===== src/rtl/wb_pkg.sv =====
// Shared definitions for the write-back stage: load-size encodings and FSM states.
package wb_pkg;

  localparam logic [1:0] LS_BYTE = 2'b00;
  localparam logic [1:0] LS_HALF = 2'b01;
  localparam logic [1:0] LS_WORD = 2'b10;
  localparam logic [1:0] LS_FULL = 2'b11;

  typedef enum logic {
    IDLE     = 1'b0,
    WAIT_MEM = 1'b1
  } wb_state_e;

endpackage


===== src/rtl/load_align.sv =====
// Combinational load alignment: selects a byte/half/word/full lane from raw
// memory data and sign- or zero-extends it to DATA_W.
module load_align
  import wb_pkg::*;
#(
  parameter int DATA_W = 32,
  parameter int BOFF_W = $clog2(DATA_W / 8)
) (
  input  logic [DATA_W-1:0] data_i,
  input  logic [1:0]        size_i,
  input  logic              signed_i,
  input  logic [BOFF_W-1:0] off_i,
  output logic [DATA_W-1:0] data_o
);

  logic [BOFF_W-1:0] off_eff;
  logic [DATA_W-1:0] lane;
  logic [DATA_W-1:0] mask;
  logic              top_bit;

  // Half and word accesses are naturally aligned, so low offset bits are dropped.
  always_comb begin
    off_eff = '0;
    case (size_i)
      LS_BYTE: off_eff = off_i;
      LS_HALF: off_eff = {off_i[BOFF_W-1:1], 1'b0};
      LS_WORD: off_eff = off_i & ~BOFF_W'(3);
      default: off_eff = '0;
    endcase
  end

  assign lane = data_i >> {off_eff, 3'b000};

  always_comb begin
    mask    = '1;
    top_bit = lane[DATA_W-1];
    case (size_i)
      LS_BYTE: begin
        mask    = DATA_W'(8'hFF);
        top_bit = lane[7];
      end
      LS_HALF: begin
        mask    = DATA_W'(16'hFFFF);
        top_bit = lane[15];
      end
      LS_WORD: begin
        mask    = DATA_W'(32'hFFFF_FFFF);
        top_bit = lane[31];
      end
      default: begin
        mask    = '1;
        top_bit = lane[DATA_W-1];
      end
    endcase
  end

  assign data_o = (lane & mask) | ((signed_i && top_bit) ? ~mask : '0);

endmodule


===== src/rtl/write_back_stage.sv =====
// Registered write-back stage: selects load/EXU/return-link data, stalls for
// late memory data with a timeout, and exposes a same-cycle forwarding port.
module write_back_stage
  import wb_pkg::*;
#(
  parameter int DATA_W     = 32,
  parameter int REG_W      = 5,
  parameter int RET_OFFSET = 1,
  parameter int WAIT_MAX   = 15,
  parameter int BOFF_W     = $clog2(DATA_W / 8)
) (
  input  logic              iClk,
  input  logic              iRst_n,
  input  logic              iValid,
  input  logic [DATA_W-1:0] iExuData,
  input  logic [DATA_W-1:0] iMemData,
  input  logic              iMemReady,
  input  logic              iMemToReg,
  input  logic              iRetCmd,
  input  logic              iRegWrite,
  input  logic [REG_W-1:0]  iDestReg,
  input  logic [1:0]        iLoadSize,
  input  logic              iLoadSigned,
  input  logic [BOFF_W-1:0] iByteOff,
  output logic [DATA_W-1:0] oWriteData,
  output logic [REG_W-1:0]  oWriteReg,
  output logic              oWriteEn,
  output logic [DATA_W-1:0] oFwdData,
  output logic [REG_W-1:0]  oFwdReg,
  output logic              oFwdValid,
  output logic              oBusy,
  output logic              oMemTimeout
);

  localparam int CNT_W = $clog2(WAIT_MAX + 1);

  // Handshake: an instruction is accepted when iValid=1 and oBusy=0; while
  // oBusy=1 upstream must hold and iValid is ignored. iMemReady qualifies
  // iMemData only for the load being accepted (IDLE) or the held load (WAIT_MEM).
  wb_state_e         state_q, state_d;
  logic [CNT_W-1:0]  cnt_q, cnt_d;
  logic [REG_W-1:0]  h_dest_q, h_dest_d;
  logic              h_we_q, h_we_d;
  logic [1:0]        h_size_q, h_size_d;
  logic              h_signed_q, h_signed_d;
  logic [BOFF_W-1:0] h_off_q, h_off_d;
  logic              busy_d, tmo_d;

  logic [1:0]        al_size;
  logic              al_signed;
  logic [BOFF_W-1:0] al_off;
  logic [DATA_W-1:0] al_data;
  logic [DATA_W-1:0] exu_val;

  assign al_size   = (state_q == WAIT_MEM) ? h_size_q   : iLoadSize;
  assign al_signed = (state_q == WAIT_MEM) ? h_signed_q : iLoadSigned;
  assign al_off    = (state_q == WAIT_MEM) ? h_off_q    : iByteOff;

  load_align #(
    .DATA_W (DATA_W),
    .BOFF_W (BOFF_W)
  ) u_load_align (
    .data_i   (iMemData),
    .size_i   (al_size),
    .signed_i (al_signed),
    .off_i    (al_off),
    .data_o   (al_data)
  );

  assign exu_val = iRetCmd ? (iExuData + DATA_W'(RET_OFFSET)) : iExuData;

  always_comb begin
    state_d    = state_q;
    cnt_d      = cnt_q;
    h_dest_d   = h_dest_q;
    h_we_d     = h_we_q;
    h_size_d   = h_size_q;
    h_signed_d = h_signed_q;
    h_off_d    = h_off_q;
    busy_d     = 1'b0;
    tmo_d      = 1'b0;
    oFwdValid  = 1'b0;
    oFwdData   = exu_val;
    oFwdReg    = iDestReg;
    case (state_q)
      IDLE: begin
        if (iValid) begin
          if (!iMemToReg) begin
            oFwdValid = iRegWrite && (iDestReg != '0);
          end else if (iMemReady) begin
            oFwdData  = al_data;
            oFwdValid = iRegWrite && (iDestReg != '0);
          end else begin
            h_dest_d   = iDestReg;
            h_we_d     = iRegWrite;
            h_size_d   = iLoadSize;
            h_signed_d = iLoadSigned;
            h_off_d    = iByteOff;
            cnt_d      = '0;
            busy_d     = 1'b1;
            state_d    = WAIT_MEM;
          end
        end
      end
      WAIT_MEM: begin
        oFwdData = al_data;
        oFwdReg  = h_dest_q;
        // A late iMemReady on the final wait cycle still completes the load.
        if (iMemReady) begin
          oFwdValid = h_we_q && (h_dest_q != '0);
          state_d   = IDLE;
        end else if (cnt_q == CNT_W'(WAIT_MAX - 1)) begin
          tmo_d   = 1'b1;
          cnt_d   = '0;
          state_d = IDLE;
        end else begin
          cnt_d  = cnt_q + 1'b1;
          busy_d = 1'b1;
        end
      end
      default: state_d = IDLE;
    endcase
  end

  always_ff @(posedge iClk) begin
    if (!iRst_n) begin
      state_q     <= IDLE;
      cnt_q       <= '0;
      h_dest_q    <= '0;
      h_we_q      <= 1'b0;
      h_size_q    <= LS_BYTE;
      h_signed_q  <= 1'b0;
      h_off_q     <= '0;
      oWriteData  <= '0;
      oWriteReg   <= '0;
      oWriteEn    <= 1'b0;
      oBusy       <= 1'b0;
      oMemTimeout <= 1'b0;
    end else begin
      state_q     <= state_d;
      cnt_q       <= cnt_d;
      h_dest_q    <= h_dest_d;
      h_we_q      <= h_we_d;
      h_size_q    <= h_size_d;
      h_signed_q  <= h_signed_d;
      h_off_q     <= h_off_d;
      oWriteData  <= oFwdData;
      oWriteReg   <= oFwdReg;
      oWriteEn    <= oFwdValid;
      oBusy       <= busy_d;
      oMemTimeout <= tmo_d;
    end
  end

endmodule


===== config.mk =====
export PLATFORM = sky130hd
export DESIGN_NAME = write_back_stage
export DESIGN_NICKNAME = d
export VERILOG_FILES = /design/src/rtl/wb_pkg.sv /design/src/rtl/load_align.sv /design/src/rtl/write_back_stage.sv
export SDC_FILE = /design/constraint.sdc
export NUM_CORES = 1
export LEC_CHECK = 0
export ABC_AREA = 1
export CAP_MARGIN = 20
export CORE_MARGIN = 4
export CORE_UTILIZATION = 48
export DETAILED_ROUTE_END_ITERATION = 6
export MAX_ROUTING_LAYER = met4
export PLACE_DENSITY = 0.84
export SLEW_MARGIN = 20
export SYNTH_ARGS = -nofsm -noshare
export SYNTH_HDL_FRONTEND = slang
export SYNTH_HIERARCHICAL = 1
export SYNTH_SLANG_ARGS = --single-unit

===== constraint.sdc =====
create_clock -name iClk -period 6.2 [get_ports iClk]
set_input_delay 1.86 -clock iClk [delete_from_list [all_inputs] [get_ports iClk]]
set_output_delay 1.86 -clock iClk [all_outputs]
set_load 0.05 [all_outputs]

==> metrics.md <==
| Metric | Value |
|---|---|
| DRC | `0` |
| Share of layout cells above drive strength 1 | `0.116` |
| Max_slew headroom | `0.551` |
| Chip height | `101 um` |
| Post-layout util | `0.739` |
| Vias in the first global route | `4847` |
| Ys flop type | `dfxtp_1` |
| Worst Skew | `0.0122 ns` |
| Seq/Total Area, Yosys | `0.268` |
| Post-synth EDFFs | `0` |
| Num Clock Sinks | `55` |
| TritonRoute pass-1 iters | `5` |
| Initial Util | `0.498` |
| R2R Setup Slk | `3.30 ns` |
| Ant diodes | `0` |
| Finished Cell Area | `0.00611 mm^2` |
| Main area contributors after synthesis | `dfxtp_1 (27%), nand2_1 (22%), nor2_1 (7.8%), inv_1 (6.2%), nand3_1 (6.1%)` |
| Internal power | `662 uW` |
| FF-to-FF End | `oWriteData[1]$_SDFF_PN0_` |
| CTS tree | `built` |
| PwrDens | `187 mW/mm^2` |
| Peak VDD IR | `130 uV` |
| Final min period | `6.04 ns` |
| Count leader, synth | `nand2_1` |
| Reg-to-Reg Start | `state_q$_SDFF_PN0_` |
| Critical Path RT | `4.34 ns` |
| Synth-to-Final Area Change | `48.6%` |
| Final RePlAce weighted congestion | `0.960` |
| Final Net Count | `939` |
| Drt total wl | `15.1 mm` |
| Worst R2R Path Depth | `14` |
| Slowest CP cell | `clkdlybuf4s50_1` |
| # setup viols final | `0` |
| Clk_lat worst skew | `0.32 ns` |
| Hold path startpoint | `h_dest_q[1]$_SDFFE_PN0P_` |
| Ys Warns | `6` |
| Avg Cell Area, Syn | `5.85 um^2` |
| Die X-Extent | `101 um` |
| Synthesized flop and latch total | `55` |
| Die area | `0.0101 mm^2` |
| Clock Power Share | `0.193` |
| Async SR Flop Fraction | `0` |
| Critical path arrival | `4.18 ns` |
| Power share of the sequential group | `0.337` |
| Slew at the pin closest to its max-slew limit | `0.670 ns` |
| Commonest cells post-synth | `nand2_1 (244), nor2_1 (85), inv_1 (68)` |
| Hold buffers post-CTS | `0` |
| Max H-tree Level | `2` |
| Pin count of the biggest net entering global routing | `29` |
| Root buffer cell | `clkbuf_8` |
| Core Footprint | `0.00826 mm^2` |
| DP Area | `0.00598 mm^2` |
| Largest incremental delay on the critical path | `0.50 ns` |
| Yosys top cell by area | `dfxtp_1` |
| Switch share | `0.420` |
| Syn Nets | `786` |
| CP endpoint kind | `output pin` |
| CTS Buf Count | `5` |
| Unique cell type count in the Yosys netlist | `39` |
| Gr ovfl total | `0` |
| Crit-path cells | `clkdlybuf4s50_1 -> nand2_1 -> nand2_2 -> nor2_8 -> nand2_2 -> buf_4 -> inv_2 -> buf_4 -> nand2_1 -> nand2_1 -> nand2_1 -> o21ai_0 -> o21ai_0 -> inv_1 -> buf_12` |
| Hold slack | `0.507 ns` |
| Cells on Worst Hold Path | `2` |
| Port bufs | `158` |
| Maximum fanout along the worst path | `17` |
| Cell Area, Synth | `0.00411 mm^2` |
| Worst setup path class | `in -> out` |
| Most used cell, CP | `nand2_1` |
| Status | `finished clean` |
| Critical path buffer and inverter count | `6` |
| Final HPWL DP | `12.3 mm` |
| Global-route wire length before repair | `24.0 mm` |
| ANT nets after route | `0` |
| Logic pwr share | `0.470` |
| Critical path launch point type | `input pin` |
| Static leakage | `2.85 nW` |
| # IOs | `159` |
| Post-Syn Instances | `702` |
| Final-report max-slew violation count | `0` |
| Site row count | `33` |
| HP Class | `reg -> reg` |
| Vias/cell | `5.43` |
| Wirelength per Cell | `15.7 um` |
| DR iter-0 viols | `374` |
| Period Utilization, post-route | `0.975` |
| Reg clk slew, reported paths | `0.11 ns` |
| F_max | `165 MHz` |
| Max Buffers Root-to-Sink | `2` |
| Total global-route track usage | `0.303` |
| Number of max-cap violations | `0` |
| Hold Path Sink | `oWriteReg[1]$_SDFF_PN0_` |
| Post-synth top area share | `0.268` |
| Initial antenna violation count | `0` |
| Vias | `5222` |
| Tot Pwr | `1.14 mW` |
| Final hold violations | `0` |
| Fillers | `696` |
| CP delay by family, top | `buffers and inverters` |
| Psw | `479 uW` |
sequential cells by signal, indices dropped and copies added (netlist names):
| signal | flops |
|---|---|
| state_q | 1 |
| cnt_q | 4 |
| oWriteData | 32 |
| h_dest_q | 5 |
| h_size_q | 2 |
| h_signed_q | 1 |
| oWriteEn | 1 |
| h_we_q | 1 |
| oWriteReg | 5 |
| oMemTimeout | 1 |
| h_off_q | 2 |
cell families (layout without fill, tap and decap cells):
logic type | after synthesis | count (layout) | share of synthesized area
flops | 55 | 55 | 0.268
fa+ha+maj | 3 | 3 | 0.00913
compound gates | 86 | 86 | 0.111
simple gates | 445 | 446 | 0.482
xor+xnor | 14 | 14 | 0.0298
buf+inv | 99 | 252 | 0.101
routing by layer:
layer  share of wire  global-route usage  up-vias
met3           0.079              0.0284       31
met5               0                   -        -
met4           0.018              0.0684        0
li1                -                   -     2524
met2            0.49               0.505      282
met1            0.42               0.398     2385
worst register-to-register path: cells and delay by family (launching register included):
kind            cells  cell delay [ns]
compound gates      2             0.34
buf+inv             4             0.87
simple gates        8             0.94
flops               1             0.69
placed cells by master (no fill, tap or decap), drive strengths merged, types with 9 or more instances in the layout:
cell           instances
xor2                   9
nand3                 57
a21oi                 27
dfxtp                 55
nand4                 13
clkdlybuf4s50        126
o21ai                 52
buf                   44
or2                   10
nand2                252
nor3                  11
nor2                  98
inv                   73
power groups by stage:
| stage | Sequential, mW | Clock (mW) | Combinational, mW |
|---|---|---|---|
| after floorplan | 0.457 | 0 | 0.229 |
| after global placement | 0.391 | 0 | 0.523 |
| after detailed placement | 0.392 | 0 | 0.527 |
| after CTS | 0.384 | 0.223 | 0.529 |
| after global routing | 0.386 | 0.236 | 0.567 |
| final | 0.384 | 0.221 | 0.536 |
how the worst max path moves through the flow:
stage	startpoint	slack, ns	cells after the start	end
4_1_cts	iLoadSize[1]	0.17	15	oFwdData[25]
5_1_grt	iLoadSize[0]	-0.007	15	oFwdData[22]
6_report	iLoadSize[1]	0.16	15	oFwdData[1]
3_5_place_dp	iLoadSize[1]	0.17	15	oFwdData[25]
2_1_floorplan	iLoadSize[1]	0.81	15	oFwdData[22]
3_3_place_gp	iLoadSize[1]	0.26	15	oFwdData[25]
timing repair:
item,in CTS,in global routing
endpoints found under the setup margin,0,4
endpoints found under the hold margin,0,0
setup buffers,0,2
gates resized for setup,0,2
per-stage QoR:
stage          instances  TNS [ns]  setup WS [ns]
4_1_cts              958         0          0.170
3_3_place_gp         950         0          0.259
6_report             961         0          0.156
3_5_place_dp         950         0          0.172
2_1_floorplan        702         0          0.811
5_1_grt              961  -0.00670       -0.00670
layout make-up:
class / instances / area (um^2) / area share
multi-input combinational: 549 / 2610 / 0.427
timing repair buffer: 170 / 1890 / 0.310
sequential: 55 / 1100 / 0.180
inverter: 74 / 278 / 0.0455
tap: 105 / 131 / 0.0215
clock buffer: 5 / 68.8 / 0.0113
clock inverter: 3 / 27.5 / 0.00451
Power figures use the tool's default switching activity.
